`config.mk`:
```
export PLATFORM = sky130hd
export DESIGN_NAME = encoder42_sync_flat
export DESIGN_NICKNAME = d
export VERILOG_FILES = /design/src/rtl/encoder42_sync_pkg.sv /design/src/rtl/encoder42_sync_if.sv /design/src/rtl/encoder42_sync_prio_enc4.sv /design/src/rtl/encoder42_sync.sv /design/src/flat_wrapper.sv
export SDC_FILE = /design/constraint.sdc
export NUM_CORES = 1
export LEC_CHECK = 0
export BUFFER_PORTS_ARGS = -buffer_cell sky130_fd_sc_hd__buf_2
export CAP_MARGIN = 20
export CORE_MARGIN = 5
export CORE_UTILIZATION = 30
export CTS_CLUSTER_SIZE = 28
export DETAILED_ROUTE_END_ITERATION = 10
export RECOVER_POWER = 50
export SLEW_MARGIN = 20
export SYNTH_ARGS = -nofsm -noshare
export SYNTH_HDL_FRONTEND = slang
export SYNTH_SLANG_ARGS = --single-unit
```
`constraint.sdc`:
```
create_clock -name clk -period 1.1 [get_ports clk]
set_input_delay 0.11 -clock clk [delete_from_list [all_inputs] [get_ports clk]]
set_output_delay 0.11 -clock clk [all_outputs]
set_load 0.005 [all_outputs]
```
`src/rtl/encoder42_sync_pkg.sv`:
```
// Shared widths, state encoding and helpers for the clocked 4-to-2 priority encoder.
// Popcount helper is only referenced when ENC42_ONEHOT_CHECK_EN is defined.
package enc_pkg;

    localparam int IN_W          = 4;
    localparam int CODE_W        = 2;
    localparam int CNT_W_DEFAULT = 8;

    typedef enum logic {
        ST_EMPTY = 1'b0,
        ST_FULL  = 1'b1
    } state_t;

    // True when two or more input lines are asserted at once.
    function automatic logic multi_hot(input logic [IN_W-1:0] v);
        logic [2:0] n;
        n = 3'd0;
        for (int i = 0; i < IN_W; i++) begin
            n = n + {2'b00, v[i]};
        end
        return (n >= 3'd2);
    endfunction

endpackage

```
`src/rtl/encoder42_sync_if.sv`:
```
// Line-group input and encoded-output handshake bundle for encoder42_sync.
// master = producer/consumer side, slave = the encoder.
interface encoder42_sync_if #(
    parameter int CNT_W = enc_pkg::CNT_W_DEFAULT
);
    import enc_pkg::*;

    logic [IN_W-1:0]  d;
    logic             in_valid;
    logic             in_ready;
    logic             a;
    logic             b;
    logic             zero;
    logic             out_valid;
    logic             out_ready;
    logic [CNT_W-1:0] cnt;
    logic             err;

    modport master (
        output d, in_valid, out_ready,
        input  in_ready, a, b, zero, out_valid, cnt, err
    );

    modport slave (
        input  d, in_valid, out_ready,
        output in_ready, a, b, zero, out_valid, cnt, err
    );

endinterface

```
`src/rtl/encoder42_sync_prio_enc4.sv`:
```
// Combinational 4-to-2 priority encoder; PRIO_MSB selects which end of d wins.
// The multi-hot detector is only built when ENC42_ONEHOT_CHECK_EN is defined.
module prio_enc4
    import enc_pkg::*;
#(
    parameter bit PRIO_MSB = 1'b1
) (
    input  logic [IN_W-1:0]   d,
    output logic [CODE_W-1:0] code,
    output logic              zero,
    output logic              multi
);

    always_comb begin
        code = 2'b00;
        if (PRIO_MSB) begin
            if (d[3])      code = 2'b11;
            else if (d[2]) code = 2'b10;
            else if (d[1]) code = 2'b01;
            else           code = 2'b00;
        end else begin
            if (d[0])      code = 2'b00;
            else if (d[1]) code = 2'b01;
            else if (d[2]) code = 2'b10;
            else if (d[3]) code = 2'b11;
            else           code = 2'b00;
        end
    end

    assign zero = (d == 4'b0000);

`ifdef ENC42_ONEHOT_CHECK_EN
    assign multi = multi_hot(d);
`else
    assign multi = 1'b0;
`endif

endmodule

```
`src/rtl/encoder42_sync.sv`:
```
// Clocked 4-to-2 priority encoder with a one-entry output slot and transfer counter.
// Optional multi-hot error flag enabled by defining ENC42_ONEHOT_CHECK_EN.
module encoder42_sync
    import enc_pkg::*;
#(
    parameter bit PRIO_MSB = 1'b1,
    parameter int CNT_W    = CNT_W_DEFAULT
) (
    input  logic           clk,
    input  logic           rst_n,
    encoder42_sync_if.slave bus
);

    state_t              state;
    state_t              state_nxt;
    logic                in_ready;
    logic                out_valid;
    logic                accept;
    logic                xfer;
    logic [CODE_W-1:0]   code;
    logic [CODE_W-1:0]   code_q;
    logic                zero_d;
    logic                zero_q;
    logic                multi;
    logic                err_q;
    logic [CNT_W-1:0]    cnt_q;

    prio_enc4 #(
        .PRIO_MSB (PRIO_MSB)
    ) u_prio_enc (
        .d     (bus.d),
        .code  (code),
        .zero  (zero_d),
        .multi (multi)
    );

    assign accept = bus.in_valid & in_ready;
    assign xfer   = out_valid & bus.out_ready;

    always_ff @(posedge clk or negedge rst_n) begin
        if (!rst_n) state <= ST_EMPTY;
        else        state <= state_nxt;
    end

    // A full slot drains to EMPTY only when the consumer takes it and nothing new arrives.
    always_comb begin
        state_nxt = ST_EMPTY;
        case (state)
            ST_EMPTY: state_nxt = accept ? ST_FULL : ST_EMPTY;
            ST_FULL:  state_nxt = (accept || !bus.out_ready) ? ST_FULL : ST_EMPTY;
            default:  state_nxt = ST_EMPTY;
        endcase
    end

    always_comb begin
        out_valid = 1'b0;
        in_ready  = 1'b1;
        case (state)
            ST_EMPTY: begin
                out_valid = 1'b0;
                in_ready  = 1'b1;
            end
            ST_FULL: begin
                out_valid = 1'b1;
                in_ready  = bus.out_ready;
            end
            default: begin
                out_valid = 1'b0;
                in_ready  = 1'b1;
            end
        endcase
    end

    always_ff @(posedge clk or negedge rst_n) begin
        if (!rst_n) begin
            code_q <= '0;
            zero_q <= 1'b0;
        end else if (accept) begin
            code_q <= code;
            zero_q <= zero_d;
        end
    end

    always_ff @(posedge clk or negedge rst_n) begin
        if (!rst_n)    cnt_q <= '0;
        else if (xfer) cnt_q <= cnt_q + CNT_W'(1);
    end

`ifdef ENC42_ONEHOT_CHECK_EN
    always_ff @(posedge clk or negedge rst_n) begin
        if (!rst_n)      err_q <= 1'b0;
        else if (accept) err_q <= multi;
    end
`else
    // The encoder drives multi low in this build, so err is a constant zero.
    assign err_q = multi;
`endif

    assign bus.in_ready  = in_ready;
    assign bus.out_valid = out_valid;
    assign bus.a         = code_q[1];
    assign bus.b         = code_q[0];
    assign bus.zero      = zero_q;
    assign bus.err       = err_q;
    assign bus.cnt       = cnt_q;

endmodule
```
`src/flat_wrapper.sv`:
```
// flat-port wrapper written by rule: the top's interface ports become plain ports
module encoder42_sync_flat import enc_pkg::*;
#(
    parameter bit PRIO_MSB = 1'b1,
    parameter int CNT_W    = CNT_W_DEFAULT
)
  (clk, rst_n, bus_d, bus_in_valid, bus_out_ready, bus_in_ready, bus_a, bus_b, bus_zero, bus_out_valid, bus_cnt, bus_err);
  encoder42_sync_if #(.CNT_W(CNT_W)) bus_i ();
  input  logic clk;
  input  logic rst_n;
  input wire logic [$bits(bus_i.d)-1:0] bus_d;
  input wire logic [$bits(bus_i.in_valid)-1:0] bus_in_valid;
  input wire logic [$bits(bus_i.out_ready)-1:0] bus_out_ready;
  output wire logic [$bits(bus_i.in_ready)-1:0] bus_in_ready;
  output wire logic [$bits(bus_i.a)-1:0] bus_a;
  output wire logic [$bits(bus_i.b)-1:0] bus_b;
  output wire logic [$bits(bus_i.zero)-1:0] bus_zero;
  output wire logic [$bits(bus_i.out_valid)-1:0] bus_out_valid;
  output wire logic [$bits(bus_i.cnt)-1:0] bus_cnt;
  output wire logic [$bits(bus_i.err)-1:0] bus_err;
  assign bus_i.d = bus_d;
  assign bus_i.in_valid = bus_in_valid;
  assign bus_i.out_ready = bus_out_ready;
  assign bus_in_ready = bus_i.in_ready;
  assign bus_a = bus_i.a;
  assign bus_b = bus_i.b;
  assign bus_zero = bus_i.zero;
  assign bus_out_valid = bus_i.out_valid;
  assign bus_cnt = bus_i.cnt;
  assign bus_err = bus_i.err;
  encoder42_sync #(.PRIO_MSB(PRIO_MSB), .CNT_W(CNT_W)) u_core (.clk(clk), .rst_n(rst_n), .bus(bus_i));
endmodule
```
* Word level (Yosys, flattened, before mapping)
Cells that the tools add are included.
** Word-level totals
- Bits of input ports :: 8
- Output and inout port bits :: 14
- Register bits after elaboration :: 12
** Operators by class
- Add/sub/neg operators :: 1
- Reduce and logical (&&, ||, !) cells :: 3
- Multiplexer cells :: 8
- Bitwise operators :: 3
** Operator list (number)
- $add A8 B1 Y8 const B :: 1
- $pmux W1 S2 :: 3
- $logic_not A4 Y1 :: 1
- $mux W2 :: 2
- $mux W1 :: 3
- $and A1 B1 Y1 :: 2
- $logic_not A1 Y1 :: 1
- $logic_or A1 B1 Y1 :: 1
- $not A1 Y1 :: 1

* Longest topological paths before layout
Gate-level depths: netlist of the first run.
- Depth in word-level cells :: 6
- Gate-level depth with buffers :: 4
- Mapped depth without buffers :: 3

* Hierarchy
Synthesis of the first run repeated with hierarchy kept, for this count alone.
** Unflattened totals
- Cell total of the unflattened synthesis :: 45
- Area, all modules :: 536.8 µm²
** By module, submodules not included
- encoder42_sync :: cells an instance 39, area each 494.2 µm², seq. area each 300.3 µm², times used 1
- prio_enc4 :: cells an instance 6, area each 42.5 µm², seq. area each 0.0 µm², times used 1

* Least setup slack after synthesis of the first run
Ideal clock, no wire load.
- Path type :: register to register
- Start point :: register u_core.cnt_q[0], in the netlist u_core.bus.cnt[0]
- End point :: register u_core.cnt_q[1], in the netlist u_core.bus.cnt[1]
- Buffers on the path :: 0
- Arrival :: 0.958 ns
- Cell stages (with the launch flop) :: 3
- Setup time :: 0.125 ns
- Clock period less this slack :: 1.083 ns
- Required time :: 0.975 ns
- Setup slack :: 0.017 ns
- Path through :: dfrtp_1 > ha_1 > mux2_2
** On the way
- Cells in the longest elaborated chain, start to end :: 1
** RTL lines
- from (decl) :: RTL line encoder42_sync.sv:26 : logic [CNT_W-1:0] cnt_q;
- from (signal assigned) :: RTL line encoder42_sync.sv:86 : else if (xfer) cnt_q <= cnt_q + CNT_W'(1);
- $add A8 B1 Y8 :: RTL line encoder42_sync.sv:86
No other way between the ends.
A chain may end at the register's enable or synchronous reset.

* Final worst setup path of the first run
- Start point :: register u_core.state
- End point :: register u_core.zero_q, in the netlist u_core.bus.zero
** On the way
- Cells in the longest elaborated chain, start to end :: 3
** RTL lines
- from (decl) :: RTL line encoder42_sync.sv:14 : state_t state;
- from (signal assigned) :: RTL line encoder42_sync.sv:42 : else state <= state_nxt;
- $not A1 Y1 :: RTL line encoder42_sync.sv:58 : case (state)
- $pmux W1 S2 * :: RTL line encoder42_sync.sv:58
- $and A1 B1 Y1 * :: RTL line encoder42_sync.sv:37 : assign accept = bus.in_valid & in_ready;
- to (signal assigned) :: RTL line encoder42_sync.sv:80 : zero_q <= zero_d;
- to (decl) :: RTL line encoder42_sync.sv:23 : logic zero_q;
Every way passes the cells marked *; elsewhere a longest branch is shown, timed or not.

==> impl_results.md, run 1 <==
- CTS tree: done
- Synth Net Count: 54
- Post-route minimum period: 1.11 ns
- Remaining antenna violation count: 0
- CTS Buf Count: 3
- Vias in the first global route: 465
- Most frequent cells after synthesis: 12 x dfrtp_1, 6 x xnor2_1, 4 x nand4_1
- Yosys warns: 0
- Max cap viols: 0
- Final GP Congestion: 0.706
- Power per cell area: roughly 2000 mW/mm^2
- H-tree Lvls: 1
- Critical register-to-register path startpoint: u_core.state
- Die W: 52.6 um
- Register area share after synthesis: roughly 55%
- Final period util: 101%
- Dominant cell type by area after synthesis: dfrtp_1
- Global-route wire length before repair: 2040 um
- Avg Vias per Cell: 4.39
- Critical path type: flip-flop to flip-flop
- Largest net degree at the start of global routing: 13
- WHS Endpoint: u_core.code_q[0]
- Syn avg cell area: 12.1 um^2
- Top-count cell post-synth: dfrtp_1
- CORE AREA: 0.00173 mm^2
- Share of cells above drive strength 1: 48.0%
- I/O pin count: 22
- Starting Density: 31.6%
- WP data arrival: 1.27 ns
- Worst EP required: 1.26 ns
- Hold Path Class: input port to flip-flop
- GRT Residual Overflow: 0
- Cells on Worst Hold Path: 2
- Clk root buf: clkbuf_4
- R2R setup slack: -0.01 ns
- Total wire length: between 1000 and 1500 um
- Synth Flop Type: dfrtp_1
- Clk sinks: 12
- Total die area: approximately 0.0028 mm^2
- IO buf count: 20
- 1st-iter DRT viols: 0
- Worst setup path start: u_core.state
- Failing checks: negative setup slack
- Die height: 52.6 um
- Number of synthesized flops with an enable pin: 0
- Slew headroom: 56.6%
- Mapped Area: ~550 um^2
- Min-delay src: bus_in_valid
- Pleak: 0.371 nW
- Worst Clk Skew: 0.00794 ns
- DP HPWL: 854 um
- WL/cell: 11.9 um
- Run status: finished, violations left
- F_max: approximately 900 MHz
- Initial antenna violation count: 0
- Synth Instances: between 40 and 50
- Worst-path clk slew: 0.07 ns
- Endpoint type of the worst setup path: flip-flop
- Residual DRC: 0
- Hold WS: roughly 0.14 ns
- Top cell type's share of synthesized area: 55.0%
- Detailed-route via count: roughly 440
- Fraction of registers with async set/reset: 100%
- Fin Setup TNS: -0.0172 ns
- Netlist cell types: 22
- Unrepaired setup endpoints after global routing: true
- Worst skew pair latency: 0.28 ns
- Clock Path Buffers: 2
- Slew Viols, Final: 0
- Num rows: 15
- Placed cells: between 90 and 100
- Synth Register Bits: 12
- Finished Layout Cells: 100
- Synth area leaders: dfrtp_1 55%, xnor2_1 9.6%, nand4_1 4.6%, a21oi_1 2.8%, mux2_4 2.8%
- Startpoint types: flip-flop
- Final-report setup violation count: 2
- Total GRT Usage: 10.5%
- Worst IR Drop VDD: around 0.00086 V
- Pre-antenna DRT Iters: 1
- CP Max Fanout: 4
- Final net count: 85
- N_diodes: 0
- Hold Vio Cnt, Final: 0
- Slew @ Worst Pin: 0.651 ns
- Reg2Reg Depth: 4
- Final WS setup: -0.0113 ns
- R2r endpoint: u_core.bus.zero
- Area grow syn2layout: 41.5%
## sequential cells by signal, indices dropped and copies added (netlist names)
name	flops
u_core.code_q	2
u_core.state	1
u_core.bus.zero	1
u_core.bus.cnt	8
## timing repair
action	CTS	global route
hold buffers	1	0
resized for setup	2	2
buffers inserted	2	1
pin swaps	0	1
setup endpoints to repair	1	5
endpoints found under the hold margin	12	0
## report_power, final
| part | internal (W) | switching (W) | total (W) |
|---|---|---|---|
| registers | 0.000558 | 0.000102 | 0.000659 |
| clock network | 0.000201 | 0.000154 | 0.000355 |
| logic | 0.000310 | 0.000227 | 0.000537 |
| total | 0.00107 | 0.000482 | 0.00155 |
## cell families after synthesis
group | share of synthesized area (%)
buf+inv | 4.13
xor+xnor | 11.2
compound gates | 5.04
simple gates | 16.7
mux | 4.82
fa+ha+maj | 2.29
flops | 55.0
other cells | 0.687
## layer usage
layer  vias to the layer above  part of all wire, %  global-route usage [%]  wire [um]
met2                        20                   49                    16.5        582
met4                         0                    0                    2.55          0
met3                         0                  8.2                    6.27         97
li1                        218                    -                       -          -
met5                         -                    0                       0          0
met1                       201                   43                    12.0        510
## worst max-delay path: stages, from the launching register on
cell,delay [ns]
dfrtp_1,0.40
nand2b_1,0.13
buf_4,0.14
nand2_4,0.04
mux2_4,0.29
## through the flow
step	util (%)	power (W)	worst slack, ns	cell area [um^2]
2_1_floorplan	-	0.000881	0.0172	546
3_3_place_gp	39.9	0.00115	0.0675	688
3_5_place_dp	39.9	0.00117	0.0381	688
4_1_cts	44.0	0.00154	-0.00568	759
5_1_grt	44.7	0.00167	-0.0643	772
6_report	44.7	0.00155	-0.0113	772
## cell type report
cell class	instances	area [um^2]
clock buffers	4	36.3
inverters	1	3.75
fillers	184	955
flip-flops and latches	12	300
repair buffers	28	170
multi-input cells	30	230
well taps	25	31.3
## layout by cell type (no fill, tap or decap), types with 2 or more instances in the layout
| master | instances |
|---|---|
| clkbuf_1 | 2 |
| a21oi_2 | 2 |
| nand4_1 | 4 |
| a31oi_1 | 2 |
| buf_4 | 6 |
| buf_2 | 17 |
| dfrtp_1 | 12 |
| buf_6 | 2 |
| nand2_1 | 2 |
| clkbuf_4 | 3 |
| xnor2_1 | 6 |
## worst max-delay path by stage
stage,to,cells past startpoint
finish,u_core.bus.zero,4
global route,bus_in_ready,3
CTS,bus_in_ready,3
detailed placement,u_core.bus.cnt[1],2
global placement,u_core.bus.cnt[1],2
floorplan,u_core.bus.cnt[1],2
No activity file was read; power rests on OpenSTA's default activity.
==> inputs of run 2 (changes only) <==
CORE_UTILIZATION = 35   (was 30)
==> run 2 against run 1 <==
Against the previous run: the flow still finishes with violations (negative setup slack); via count grew 4.1%; hold slack gained 0.010 ns; clock-buffer cell count is the same; routed wire length grew 0.17%; setup slack gained 0.0035 ns; fmax grew 0.31%; clock skew grew 0.0012 ns; critical path type unchanged; largest cell class unchanged; largest power group unchanged.
==> impl_results.md, run 2 (synthesis results as in run 1) <==
- Fin Setup TNS: -0.00781 ns
- Startpoint types: flip-flop
- Worst-path clk slew: 0.08 ns
- N_diodes: 0
- Commonest non-fill, non-tap cell in the layout: buf_2
- Layout Utilization: between 50 and 60%
- Total power: 0.00162 W
- Hold Path Class: input port to flip-flop
- Worst IR Drop VDD: approximately 0.00093 V
- Remaining antenna violation count: 0
- Slew @ Worst Pin: between 0.6 and 0.7 ns
- Power per cell area: between 2000 and 2500 mW/mm^2
- Vias in the first global route: 479
- Slowest-stage cell, CP: dfrtp_1
- Die W: 49.5 um
- CP Max Fanout: 4
- Slew headroom: between 50 and 60%
- Final WS setup: -0.00781 ns
- Endpoint type of the worst setup path: flip-flop
- Area grow syn2layout: 42.2%
- H-tree Lvls: 1
- CTS Buf Count: 3
- Most frequent cells in the layout: 14 x buf_2, 12 x dfrtp_1, 6 x xnor2_1, 5 x buf_6
- Max cap viols: 0
- Largest net degree at the start of global routing: 13
- Final period util: 101%
- Worst skew pair latency: 0.27 ns
- Share of cells above drive strength 1: 45.3%
- Final net count: 85
- Worst EP required: 1.27 ns
- Top delay family on crit path: flip-flops
- Clk root buf: clkbuf_4
- Num rows: 14
- WL/cell: 13.1 um
- Starting Density: between 30 and 40%
- Worst path max stage delay: 0.40 ns
- Max reg flops: 8
- Failing checks: negative setup slack
- CP Depth: 4
- CORE AREA: between 0.001 and 0.0015 mm^2
- Slew Viols, Final: 0
- Final GP Congestion: 0.748
- Reg2Reg Depth: 4
- Total die area: 0.00245 mm^2
- Die height: 49.5 um
- WP data arrival: roughly 1.3 ns
- Unrepaired setup endpoints after global routing: true
- Placement Cell Area: about 670 um^2
- Clk sinks: 12
- Global-route wire length before repair: 2010 um
- Total GRT Usage: 10.7%
- Initial antenna violation count: 0
- Buf+Inv Stages, Crit Path: 1
- Total wire length: between 1000 and 1500 um
- F_max: 903 MHz
- Worst Clk Skew: 0.00913 ns
- Cells on Worst Hold Path: 2
- Critical path type: flip-flop to flip-flop
- Pleak: 0.376 nW
- Pre-CTS worst setup slack: 0.0447 ns
- Post-route minimum period: 1.11 ns
- Residual DRC: 0
- Pre-antenna DRT Iters: 4
- GRT Residual Overflow: 0
- Worst path cell trace: nand2b_1 > buf_4 > nand2_4 > mux2_4
- Detailed-route via count: 457
- Final-report setup violation count: 1
- Run status: finished, violations left
- Fin area: just under 800 um^2
- Hold Vio Cnt, Final: 0
- 1st-iter DRT viols: 5
- CTS tree: done
- Avg Vias per Cell: 5.02
- Clock Path Buffers: 2
- I/O pin count: 22
- DP HPWL: between 800 and 900 um
- IO buf count: 20
==> run 2: changes by cell type in the layout (fill, tap and decap cells not counted), sizes merged <==
cell,before,now
buf,25,23
clkbuf,6,8
==> run 2: layout make-up <==
type                    count  area (um^2)
flip-flops and latches     12          300
repair buffers             28          181
fillers                   138          713
inverters                   1         3.75
clock buffers               4         36.3
multi-input cells          30          234
well taps                  16         20.0
==> run 2: metal layers <==
| layer | global-route usage (%) | routed length, um | vias to the layer above |
|---|---|---|---|
| li1 | - | - | 214 |
| met1 | 10.9 | 461 | 223 |
| met2 | 17.8 | 601 | 20 |
| met3 | 7.23 | 129 | 0 |
| met4 | 2.62 | 0 | 0 |
| met5 | 0 | 0 | - |
==> run 2: path summary, 6_finish.rpt <==
| check | slack [ns] | to | from |
|---|---|---|---|
| min in group asynchronous | 0.36 | u_core.bus.cnt[5] | rst_n |
| max | -0.008 | u_core.bus.zero | u_core.state |
| min | 0.15 | u_core.code_q[1] | bus_in_valid |
| min reg2reg | 0.47 | u_core.bus.cnt[7] | u_core.bus.cnt[7] |
| max in group asynchronous | 0.32 | u_core.code_q[0] | rst_n |
| max reg2reg | -0.008 | u_core.bus.zero | u_core.state |
==> run 2: per-stage QoR <==
step / cells / hold slack [ns]
final: 91 / 0.148
after global routing: 91 / 0.129
after CTS: 89 / 0.112
after detailed placement: 82 / 0.00279
after global placement: 82 / 0.00211
after floorplan: 45 / -0.186
==> run 2: timing repair <==
action / in CTS / in global routing
resized for setup: 2 / 6
setup endpoints to repair: 1 / 6
cloned: 0 / 0
pin swaps: 0 / 2
endpoints found under the hold margin: 12 / 0
hold buffers: 1 / 0
buffers inserted: 2 / 2
==> run 2: report_power, final <==
part / total, W / internal, W / switching, W
Clock: 0.000348 / 0.000201 / 0.000147
Sequential: 0.000682 / 0.000558 / 0.000124
Combinational: 0.000590 / 0.000367 / 0.000223
Total: 0.00162 / 0.00113 / 0.000494
